[config.mk]
export PLATFORM = sky130hd
export DESIGN_NAME = instr_fetch_queue_flat
export DESIGN_NICKNAME = d
export VERILOG_FILES = /design/src/rtl/instr_fetch_queue_pkg.sv /design/src/rtl/instr_fetch_queue_if.sv /design/src/rtl/ifq_fifo.sv /design/src/rtl/instr_fetch_queue.sv /design/src/flat_wrapper.sv
export SDC_FILE = /design/constraint.sdc
export NUM_CORES = 1
export LEC_CHECK = 0
export CORE_MARGIN = 1.5
export CORE_UTILIZATION = 30
export DETAILED_ROUTE_END_ITERATION = 7
export SLEW_MARGIN = 40
export SYNTH_ARGS = -nofsm -noshare
export SYNTH_HDL_FRONTEND = slang
export SYNTH_SLANG_ARGS = --single-unit
[constraint.sdc]
create_clock -name clk -period 12.4 [get_ports clk]
set_clock_uncertainty 0.05 [all_clocks]
set_input_delay 1.24 -clock clk [delete_from_list [all_inputs] [get_ports clk]]
set_output_delay 1.24 -clock clk [all_outputs]
set_load 0.005 [all_outputs]
[src/rtl/instr_fetch_queue_pkg.sv]
// Shared constants for the instruction fetch front-end.
// Imported by the fetch queue top and its interface users.
package instr_fetch_queue_pkg;

    localparam logic [31:0] ResetPcDefault = 32'h0000_0000;
    localparam int          WordSize       = 4;
    localparam logic [31:0] Nop            = 32'h0000_0013;

endpackage

[src/rtl/instr_fetch_queue_if.sv]
// IM read port, redirect input and decode handshake of the fetch queue.
// master = fetch queue side, slave = memory/decode side.
interface instr_fetch_queue_if #(
    parameter int AddrWidth = 32,
    parameter int DataWidth = 32
);

    logic                 redirect_valid;
    logic [AddrWidth-1:0] redirect_addr;
    logic                 instr_read;
    logic [AddrWidth-1:0] instr_addr;
    logic [DataWidth-1:0] instr_out;
    logic                 deq_valid;
    logic [DataWidth-1:0] deq_instr;
    logic [AddrWidth-1:0] deq_pc;
    logic                 deq_ready;

    modport master (
        input  redirect_valid,
        input  redirect_addr,
        output instr_read,
        output instr_addr,
        input  instr_out,
        output deq_valid,
        output deq_instr,
        output deq_pc,
        input  deq_ready
    );

    modport slave (
        output redirect_valid,
        output redirect_addr,
        input  instr_read,
        input  instr_addr,
        output instr_out,
        input  deq_valid,
        input  deq_instr,
        input  deq_pc,
        output deq_ready
    );

endinterface

[src/rtl/ifq_fifo.sv]
// Synchronous FIFO holding {pc, instr} entries for the fetch queue.
// Head is read straight from the storage array; flush clears occupancy.
module ifq_fifo #(
    parameter int DEPTH = 4,
    parameter int Width = 64,
    localparam int PW = $clog2(DEPTH),
    localparam int CW = $clog2(DEPTH + 1)
) (
    input  logic             clk,
    input  logic             rst,
    input  logic             flush,
    input  logic             push,
    input  logic             pop,
    input  logic [Width-1:0] wdata,
    output logic [Width-1:0] head,
    output logic [CW-1:0]    count
);

    logic [Width-1:0] mem [DEPTH];
    logic [PW-1:0]    wr_ptr;
    logic [PW-1:0]    rd_ptr;
    logic [CW-1:0]    cnt;

    always_ff @(posedge clk or posedge rst) begin
        if (rst) begin
            for (int i = 0; i < DEPTH; i++) begin
                mem[i] <= '0;
            end
            wr_ptr <= '0;
            rd_ptr <= '0;
            cnt    <= '0;
        end else if (flush) begin
            wr_ptr <= '0;
            rd_ptr <= '0;
            cnt    <= '0;
        end else begin
            if (push) begin
                mem[wr_ptr] <= wdata;
                wr_ptr      <= wr_ptr + PW'(1);
            end
            if (pop) begin
                rd_ptr <= rd_ptr + PW'(1);
            end
            unique case ({push, pop})
                2'b10:   cnt <= cnt + CW'(1);
                2'b01:   cnt <= cnt - CW'(1);
                default: cnt <= cnt;
            endcase
        end
    end

    assign head  = mem[rd_ptr];
    assign count = cnt;

endmodule

[src/rtl/instr_fetch_queue.sv]
// Fetch front-end: sequential PC generation against a 1-cycle IM,
// credit-limited issue, redirect flush, FIFO hand-off to decode.
module instr_fetch_queue
    import instr_fetch_queue_pkg::*;
#(
    parameter int DEPTH     = 4,
    parameter int AddrWidth = 32,
    parameter int DataWidth = 32,
    parameter logic [AddrWidth-1:0] ResetPC = AddrWidth'(ResetPcDefault)
) (
    input logic               clk,
    input logic               rst,
    instr_fetch_queue_if.master bus
);

    localparam int CW = $clog2(DEPTH + 1);
    localparam int EW = AddrWidth + DataWidth;
    localparam logic [CW:0] DepthCnt = (CW + 1)'(DEPTH);

    logic [AddrWidth-1:0] fetch_pc;
    logic [AddrWidth-1:0] inflight_pc;
    logic                 inflight;
    logic [CW-1:0]        count;
    logic [CW:0]          occ;
    logic                 issue;
    logic                 push;
    logic                 pop;
    logic [EW-1:0]        head;

    // A pop is not credited, so a response can never land in a full FIFO.
    assign occ   = {1'b0, count} + {{CW{1'b0}}, inflight};
    assign issue = !bus.redirect_valid && (occ < DepthCnt);
    assign push  = inflight && !bus.redirect_valid;
    assign pop   = bus.deq_valid && bus.deq_ready && !bus.redirect_valid;

    always_ff @(posedge clk or posedge rst) begin
        if (rst) begin
            fetch_pc    <= ResetPC;
            inflight    <= 1'b0;
            inflight_pc <= '0;
        end else if (bus.redirect_valid) begin
            fetch_pc <= {bus.redirect_addr[AddrWidth-1:2], 2'b00};
            inflight <= 1'b0;
        end else begin
            inflight <= issue;
            if (issue) begin
                fetch_pc    <= fetch_pc + AddrWidth'(WordSize);
                inflight_pc <= fetch_pc;
            end
        end
    end

    ifq_fifo #(
        .DEPTH (DEPTH),
        .Width (EW)
    ) u_fifo (
        .clk   (clk),
        .rst   (rst),
        .flush (bus.redirect_valid),
        .push  (push),
        .pop   (pop),
        .wdata ({inflight_pc, bus.instr_out}),
        .head  (head),
        .count (count)
    );

    assign bus.instr_read = issue;
    assign bus.instr_addr = fetch_pc;
    assign bus.deq_valid  = (count != '0);
    assign bus.deq_pc     = head[EW-1:DataWidth];
    assign bus.deq_instr  = head[DataWidth-1:0];

endmodule

[src/flat_wrapper.sv]
// flat-port wrapper written by rule: the top's interface ports become plain ports
module instr_fetch_queue_flat import instr_fetch_queue_pkg::*;
#(
    parameter int DEPTH     = 4,
    parameter int AddrWidth = 32,
    parameter int DataWidth = 32,
    parameter logic [AddrWidth-1:0] ResetPC = AddrWidth'(ResetPcDefault)
)
  (clk, rst, bus_redirect_valid, bus_redirect_addr, bus_instr_read, bus_instr_addr, bus_instr_out, bus_deq_valid, bus_deq_instr, bus_deq_pc, bus_deq_ready);
  instr_fetch_queue_if #(.AddrWidth(AddrWidth), .DataWidth(DataWidth)) bus_i ();
  input logic clk;
  input logic rst;
  input wire logic [$bits(bus_i.redirect_valid)-1:0] bus_redirect_valid;
  input wire logic [$bits(bus_i.redirect_addr)-1:0] bus_redirect_addr;
  output wire logic [$bits(bus_i.instr_read)-1:0] bus_instr_read;
  output wire logic [$bits(bus_i.instr_addr)-1:0] bus_instr_addr;
  input wire logic [$bits(bus_i.instr_out)-1:0] bus_instr_out;
  output wire logic [$bits(bus_i.deq_valid)-1:0] bus_deq_valid;
  output wire logic [$bits(bus_i.deq_instr)-1:0] bus_deq_instr;
  output wire logic [$bits(bus_i.deq_pc)-1:0] bus_deq_pc;
  input wire logic [$bits(bus_i.deq_ready)-1:0] bus_deq_ready;
  assign bus_i.redirect_valid = bus_redirect_valid;
  assign bus_i.redirect_addr = bus_redirect_addr;
  assign bus_instr_read = bus_i.instr_read;
  assign bus_instr_addr = bus_i.instr_addr;
  assign bus_i.instr_out = bus_instr_out;
  assign bus_deq_valid = bus_i.deq_valid;
  assign bus_deq_instr = bus_i.deq_instr;
  assign bus_deq_pc = bus_i.deq_pc;
  assign bus_i.deq_ready = bus_deq_ready;
  instr_fetch_queue #(.DEPTH(DEPTH), .AddrWidth(AddrWidth), .DataWidth(DataWidth), .ResetPC(ResetPC)) u_core (.clk(clk), .rst(rst), .bus(bus_i));
endmodule
==> flow_summary.ini, run 1 <==
[place]
port_buffers = 159
gp_congestion = 0.788
place_inst = 1661
hpwl_um = 21400

[logic_synthesis]
yosys-top-cells-area = dfrtp_1, mux2_2, mux4_2
synthesis.area_um2 = 14100
synth_ff_type = dfrtp_1
syn-mean-instance-area_um2 = 14.9
yosysTopAreaCellShare_pct = 56.3
synth_cells = 942
synth.ff_latch_count = 316
synth-xor-area-share_pct = 0.810
synth_largest_area_cell = dfrtp_1
synth_warnings = 0
synth_mux_area_share_pct = 32.4
synthAdderAreaFrac_pct = 0.587
synth_top_family_by_area = multiplexers
ys_types = 46
yosysMostFrequentCell = dfrtp_1
synth_compound_area_share_pct = 2.44
synth-edff-count = 0
yosys.area_share.simple_pct = 5.33
synth_top_cells_by_count = dfrtp_1, mux2_2, mux4_2
async_reset_ff_share_pct = 100
ys_seq_area_share_pct = 56.3

[sta]
slew_viol_final = 0
worst_pin_slew_ns = 0.747
fmaxAchievable_mhz = 227
min_period_ns = 4.41
final.period_utilization_pct = 35.6
finalSetupViolCount = 0
slew_headroom_pct = 49.9
hold_viol = 0
whs_ns = 0.445
setup_tns_ns = 0
rsz0062_at_grt = no

[route]
vias = 8608
postRouteAntennaNets = 0
topRoutingLayerUsed = met4
routedWlPerCell_um = 19.8
wl_met1_um = 15500
wirelength_um = 34100
wl_met2_um = 16100
wl_met3_um = 1690
drt_iter0_drc = 433
drc = 0
firstDrtPassIters = 4
routed_via_density = 4.98

[final_layout]
fill_cells = 4401
antennaDiodeCount = 0
area_growth_syn_to_layout_pct = 25.1
multiInputGateArea_um2 = 5900
fin_cells = 1727
drive_above_1_share_pct = 38.3
regArea_um2 = 7920
fin_nets = 1167
final_core_util_pct = 37.9

[clock_tree]
clock-sinks = 316
clock-root-buffer = clkbuf_16
clk_latency_ns = 0.56
cts_tree = yes
cts_max_path_buffers = 3
cts_buffers = 37
cts_setup_buffers = 0
htree_levels = 2
cts_hold_buf = 0
path_clk_slew_ns = 0.06
ctsResizeCount = 0

[global_routing]
grt_pass1_vias = 9103
grt_antenna_before_repair = 0
grt.total_usage_pct = 14.5
gr-total-overflow = 0
grt_max_degree = 89
grt_pass1_wl_um = 53500

[pwr]
power_density_nw_per_um2 = 237
leakage_nw = 7.31
ir_worst_vdd_mv = 0.128

[die]
die-area_um2 = 48200
boundaryPins = 166
rows = 79
die_h_um = 219
die_w_um = 219
start_util_pct = 30.3
core-area_um2 = 46400

[worst_setup_path]
worstSetupPathType = flip-flop to output port
cp.required_ns = 11.11
worstPathArrival_ns = 3.12
crit_fanout = 41
crit_path_end_kind = output port
critPathLaunchType = flip-flop

[hold_path]
hold_path_class = flip-flop to flip-flop

[outcome]
status = complete, no violations

[job]
cap_viol_max_count = 0
## cell type report
class | instances | share of cell area [%]
Tap cell | 607 | 4.32
Timing Repair Buffer | 170 | 9.60
Clock inverter | 15 | 1.11
Sequential cell | 316 | 45.0
Clock buffer | 51 | 6.20
Multi-Input combinational cell | 559 | 33.6
Inverter | 9 | 0.235
## metal layers
metal,up-vias,global-route usage (%)
li1,3825,-
met1,4528,19.3
met2,209,23.6
met3,46,2.86
met4,0,5.09
met5,-,0
## cell usage in the layout, fill, tap and decap left out, drive strengths merged, types with 4 or more instances in the layout
cell / n
xor2: 8
clkinv: 6
ha: 5
nand3: 20
nor4: 6
nor2b: 5
o211ai: 5
clkbuf: 51
mux2: 278
a31oi: 11
nand2: 32
conb: 4
nor2: 21
and3: 7
or3: 4
o21ai: 18
clkinvlp: 5
or4: 12
nor3: 8
inv: 10
clkdlybuf4s50: 158
buf: 12
xnor2: 5
nand4: 13
mux4: 62
o31ai: 7
dfrtp: 316
## where the power goes
group / switching (W) / internal [W]
sequential: 0.000279 / 0.00147
combinational: 0.000427 / 0.000862
clock: 0.000447 / 0.000683
## per-stage QoR
step                      total power (W)  setup WS (ns)  instance area, um2
after floorplan                   0.00247           2.37               14100
after global placement            0.00302           8.00               16300
after detailed placement          0.00308           8.43               16300
after CTS                         0.00424           7.80               17600
after global routing              0.00442           7.77               17600
final                             0.00417           7.99               17600
## flip-flops by register name (all words and copies together), names as in the netlist
signal and flops:
u_core.inflight 1, u_core.u_fifo.wr_ptr 2, u_core.inflight_pc 30, u_core.bus.instr_addr 30, u_core.u_fifo.count 3, u_core.u_fifo.rd_ptr 2, u_core.u_fifo.mem 248
## logic make-up after synthesis
| kind of cell | after synthesis |
|---|---|
| compound gates | 53 |
| buf+inv | 70 |
| simple gates | 140 |
| mux | 343 |
| xor+xnor | 13 |
| fa+ha+maj | 6 |
| other cells | 1 |
| flops | 316 |
## worst max-delay path, stage by stage (launching register included)
cell	delay [ns]
dfrtp_4	0.76
buf_6	0.60
mux4_2	0.59
clkdlybuf4s50_1	0.57
## worst paths after layout
| kind | from | end | slack, ns | depth (start not counted) |
|---|---|---|---|---|
| worst max-delay path | u_core.u_fifo.rd_ptr[0] | bus_deq_pc[17] | 7.99 | 3 |
| worst min-delay path | u_core.u_fifo.mem[66] | u_core.u_fifo.mem[66] | 0.45 | 1 |
| worst max register to register | u_core.inflight | u_core.u_fifo.mem[18] | 9.70 | 4 |
| worst min register to register | u_core.u_fifo.mem[66] | u_core.u_fifo.mem[66] | 0.45 | 1 |
| max in group asynchronous | rst | u_core.u_fifo.rd_ptr[1] | 9.30 | 4 |
| min in group asynchronous | rst | u_core.u_fifo.mem[155] | 1.16 | 2 |
(Power assumes the default switching activity.)
==> run 2, diff against run 1 <==
==> constraint.sdc (replaced) <==
create_clock -name clk -period 3.8 [get_ports clk]
set_clock_uncertainty 0.05 [all_clocks]
set_input_delay 0.38 -clock clk [delete_from_list [all_inputs] [get_ports clk]]
set_output_delay 0.38 -clock clk [all_outputs]
set_load 0.005 [all_outputs]
==> flow_summary.ini, run 2 (synthesis results as in run 1) <==
[outcome]
status = complete, no violations

[clock_tree]
htree_levels = 2
path_clk_slew_ns = 0.06
cts_hold_buf = 0
cts_buffers = 37
clock-sinks = 316
clk_latency_ns = 0.53
cts_tree = yes
ctsResizeCount = 0
cts_setup_buffers = 0
cts_max_path_buffers = 3
clock-root-buffer = clkbuf_16

[final_layout]
final_cell_mix = dfrtp_1, mux2_2, clkdlybuf4s50_1
drive_above_1_share_pct = 38.6
fin_nets = 1180
layout_commonest_cell = dfrtp_1
top_register = u_core.u_fifo.mem
design_area_um2 = 17800
antennaDiodeCount = 0
largest_reg_flops = 248
area_growth_syn_to_layout_pct = 26.7
final_core_util_pct = 38.4

[sta]
min_period_ns = 3.18
rsz0062_at_grt = no
worst_pin_slew_ns = 0.761
slew_headroom_pct = 48.8
fmaxAchievable_mhz = 314
setup_tns_ns = 0
slew_viol_final = 0
finalSetupViolCount = 0
hold_viol = 0
setup_ws_ns = 0.616
final.period_utilization_pct = 83.8

[pwr]
clockPowerShare_pct = 26.7
leakage_nw = 7.44
p_sw_share_pct = 27.3
p_comb_share_pct = 31.3
ir_worst_vdd_mv = 0.389
intPower_w = 0.00988
p_seq_share_pct = 42.0
power_switching_w = 0.00371
power_density_nw_per_um2 = 763

[place]
placed_cell_area_um2 = 16600
gp_congestion = 0.828
port_buffers = 159
dp_slack_ns = 1.07
hpwl_um = 22000

[die]
die_w_um = 219
die_h_um = 219
die-area_um2 = 48200
core-area_um2 = 46400
boundaryPins = 166
start_util_pct = 30.3
rows = 79

[global_routing]
gr-total-overflow = 0
grt_antenna_before_repair = 0
grt.total_usage_pct = 14.4
grt_pass1_wl_um = 53400
grt_pass1_vias = 9066
grt_max_degree = 67

[route]
drt_iter0_drc = 480
wirelength_um = 34000
routedWlPerCell_um = 19.5
wl_met2_um = 15800
topRoutingLayerUsed = met4
wl_met1_um = 15900
wl_met3_um = 1670
postRouteAntennaNets = 0
drc = 0
vias = 8682
routed_via_density = 4.99
firstDrtPassIters = 4

[worst_setup_path]
cp.required_ns = 3.37
critPathLaunchType = flip-flop
worstPathArrival_ns = 2.75
worstSetupPathType = flip-flop to output port
crit_fanout = 23
crit_path_end_kind = output port

[job]
cap_viol_max_count = 0

[hold_path]
hold_path_class = input pin to async pin
## run 2: changes by cell type in the layout (fill, tap and decap cells not counted), moves of 2 or more
cell	change
clkinv_2	+2
buf_4	+4
clkbuf_1	+3
buf_6	-5
clkinvlp_4	-4
buf_12	+13
## run 2: worst max-delay path: stages, from the launching register on
cell and delay (ns):
dfrtp_4 0.76, buf_4 0.41, mux4_2 0.54, clkdlybuf4s50_1 0.51
## run 2: worst paths after layout
path | from | endpoint | slack [ns] | cells after the start
worst max-delay path | u_core.u_fifo.rd_ptr[0] | bus_deq_pc[12] | 0.62 | 3
worst min-delay path | rst | u_core.u_fifo.mem[0] | 0.15 | 2
worst max register to register | u_core.u_fifo.count[2] | u_core.u_fifo.count[2] | 1.40 | 6
worst min register to register | u_core.u_fifo.mem[121] | u_core.u_fifo.mem[121] | 0.45 | 1
max in group asynchronous | rst | u_core.u_fifo.mem[149] | 2.72 | 4
min in group clk | bus_redirect_valid | u_core.u_fifo.wr_ptr[1] | 0.25 | 2
## run 2: metrics by stage
stage	hold slack [ns]	power, W	instances
detailed placement	0.437	0.0101	1674
global placement	0.432	0.00993	1672
floorplan	0.424	0.00806	945
finish	0.153	0.0136	1739
CTS	0.123	0.0138	1739
global route	0.124	0.0144	1739
## run 2: per-layer routing
metal  global-route usage (%)  up-vias
met5                        0        -
met4                     4.06        0
met3                     3.13       42
met2                     22.5      209
met1                     20.0     4581
li1                         -     3850
## run 2: area by class of cell
| type | count | area (um2) |
|---|---|---|
| fillers | 4354 | 28600 |
| flip-flops and latches | 316 | 7920 |
| multi-input cells | 559 | 5900 |
| repair buffers | 183 | 1950 |
| clock buffers | 54 | 1110 |
| well taps | 607 | 759 |
| clock inverters | 11 | 138 |
| inverters | 9 | 37.5 |
## run 2: power by group through the flow
stage	logic (W)	clock network (W)	registers [W]
finish	0.00425	0.00363	0.00571
global route	0.00460	0.00389	0.00590
CTS	0.00436	0.00375	0.00571
detailed placement	0.00434	0	0.00576
global placement	0.00424	0	0.00569
floorplan	0.00268	0	0.00538
==> run 3, diff against run 2 <==
==> constraint.sdc (replaced) <==
create_clock -name clk -period 2.6 [get_ports clk]
set_clock_uncertainty 0.05 [all_clocks]
set_input_delay 0.26 -clock clk [delete_from_list [all_inputs] [get_ports clk]]
set_output_delay 0.26 -clock clk [all_outputs]
set_load 0.005 [all_outputs]
==> flow_summary.ini, run 3 (synthesis results as in run 1) <==
[sta]
fmaxAchievable_mhz = 393
finalSetupViolCount = 0
slew_viol_final = 0
final.period_utilization_pct = 97.9
worst_pin_slew_ns = 0.747
slew_headroom_pct = 50.2
whs_ns = 0.139
rsz0062_at_grt = no
min_period_ns = 2.55
hold_viol = 0

[worst_setup_path]
crit_top_cell = buf_4
worstPathArrival_ns = 2.24
critPathLaunchType = flip-flop
cp.required_ns = 2.29
path_buf_inv = 5
reg2reg_slack_ns = 0.42
worstSetupPathType = flip-flop to output port
max_stage_delay_ns = 0.53
cp_slowest_cell = dfrtp_4
crit_fanout = 8
path_delay_family = buffers and inverters
crit_path_end_kind = output port
path_cells = buf_12, buf_16, buf_4, buf_4, mux4_2, dlymetal6s2s_1

[route]
routed_via_density = 4.96
wirelength_um = 34700
drc = 0
drt_iter0_drc = 466
vias = 8890
routedWlPerCell_um = 19.3
firstDrtPassIters = 5
postRouteAntennaNets = 0

[final_layout]
fin_nets = 1234
layout_commonest_cell = dfrtp_1
design_area_um2 = 18400
top_register = u_core.u_fifo.mem
drive_above_1_share_pct = 41.7
antennaDiodeCount = 0
area_growth_syn_to_layout_pct = 30.7
final_cell_mix = dfrtp_1, mux2_2, clkdlybuf4s50_1
largest_reg_flops = 248
fill_cells = 4307

[die]
boundaryPins = 166
start_util_pct = 30.3
die-area_um2 = 48200
rows = 79
die_h_um = 219
core-area_um2 = 46400
die_w_um = 219

[global_routing]
grt_pass1_vias = 9369
grt_max_degree = 101
gr-total-overflow = 0
grt.total_usage_pct = 14.8
grt_antenna_before_repair = 0
grt_pass1_wl_um = 54400

[pwr]
power_density_nw_per_um2 = 1100
power_switching_w = 0.00555
p_seq_share_pct = 40.6
p_sw_share_pct = 27.4
ir_worst_vdd_mv = 0.513
p_comb_share_pct = 31.9
leakage_nw = 8.05
intPower_w = 0.0147
clockPowerShare_pct = 27.5

[clock_tree]
clock-sinks = 316
clock-root-buffer = clkbuf_16
htree_levels = 2
cts_max_path_buffers = 3
clk_latency_ns = 0.54
cts_buffers = 39
path_clk_slew_ns = 0.06
cts_tree = yes

[outcome]
status = complete, no violations

[place]
port_buffers = 159
hpwl_um = 22400
gp_congestion = 0.801
placed_cell_area_um2 = 16800

[job]
cap_viol_max_count = 0

[hold_path]
hold_path_class = input pin to async pin
run 3: cell type report:
| type | instances | area (um2) | share of cell area (%) |
|---|---|---|---|
| inverter | 9 | 37.5 | 0.204 |
| clock inverter | 16 | 218 | 1.18 |
| multi-input combinational | 559 | 5900 | 32.1 |
| timing repair buffer | 235 | 2440 | 13.3 |
| clock buffer | 52 | 1120 | 6.07 |
| tap | 607 | 759 | 4.13 |
| sequential | 316 | 7920 | 43.1 |
run 3: timing repair:
| item | 4_1_cts | 5_1_grt |
|---|---|---|
| endpoints found under the setup margin | 62 | 35 |
| gates resized for setup | 21 | 41 |
| endpoints found under the hold margin | 3 | 0 |
| setup buffers | 5 | 19 |
| hold buffers | 1 | 0 |
| pin swaps | 0 | 0 |
run 3: per-stage QoR:
step / setup WS, ns / cells / util, % / setup TNS (ns) / power, W
2_1_floorplan: -1.92 / 945 / - / -606.99 / 0.0118
3_3_place_gp: 0.279 / 1701 / 36.2 / 0 / 0.0147
3_5_place_dp: 0.291 / 1701 / 36.2 / 0 / 0.0149
4_1_cts: -0.0895 / 1775 / 39.1 / -1.57 / 0.0205
5_1_grt: 0.000166 / 1794 / 39.6 / 0 / 0.0215
6_report: 0.0547 / 1794 / 39.6 / 0 / 0.0202
run 3: path summary, 6_finish.rpt:
kind                                               start                        end  cells after the start
worst max-delay path             u_core.u_fifo.rd_ptr[0]           bus_deq_instr[6]                      6
worst min-delay path                                 rst     u_core.u_fifo.mem[252]                      3
worst max register to register  u_core.bus.instr_addr[9]  u_core.bus.instr_addr[29]                      4
worst min register to register     u_core.u_fifo.mem[72]      u_core.u_fifo.mem[72]                      1
max in group asynchronous                            rst     u_core.u_fifo.mem[156]                      4
min in group clk                   bus_redirect_addr[29]  u_core.bus.instr_addr[29]                      3
run 3: worst register-to-register path: stages (launching register included):
cell and delay, ns:
dfrtp_1 0.47, nand3_1 0.24, or4_1 0.67, or4_1 0.50
a31oi_1 0.17
run 3: metal layers:
metal	vias to the layer above	wire length, um	global-route usage, %
met5	-	0	0
met4	0	732	4.91
met1	4634	15500	19.9
met2	243	16500	23.8
met3	46	1870	2.93
li1	3967	-	-
run 3: power groups by stage:
stage          logic [W]  registers (W)  clock network (W)
2_1_floorplan    0.00392        0.00786                  0
3_3_place_gp     0.00645        0.00822                  0
3_5_place_dp     0.00659        0.00834                  0
4_1_cts          0.00656        0.00822            0.00575
5_1_grt          0.00702        0.00851            0.00595
6_report         0.00645        0.00821            0.00556
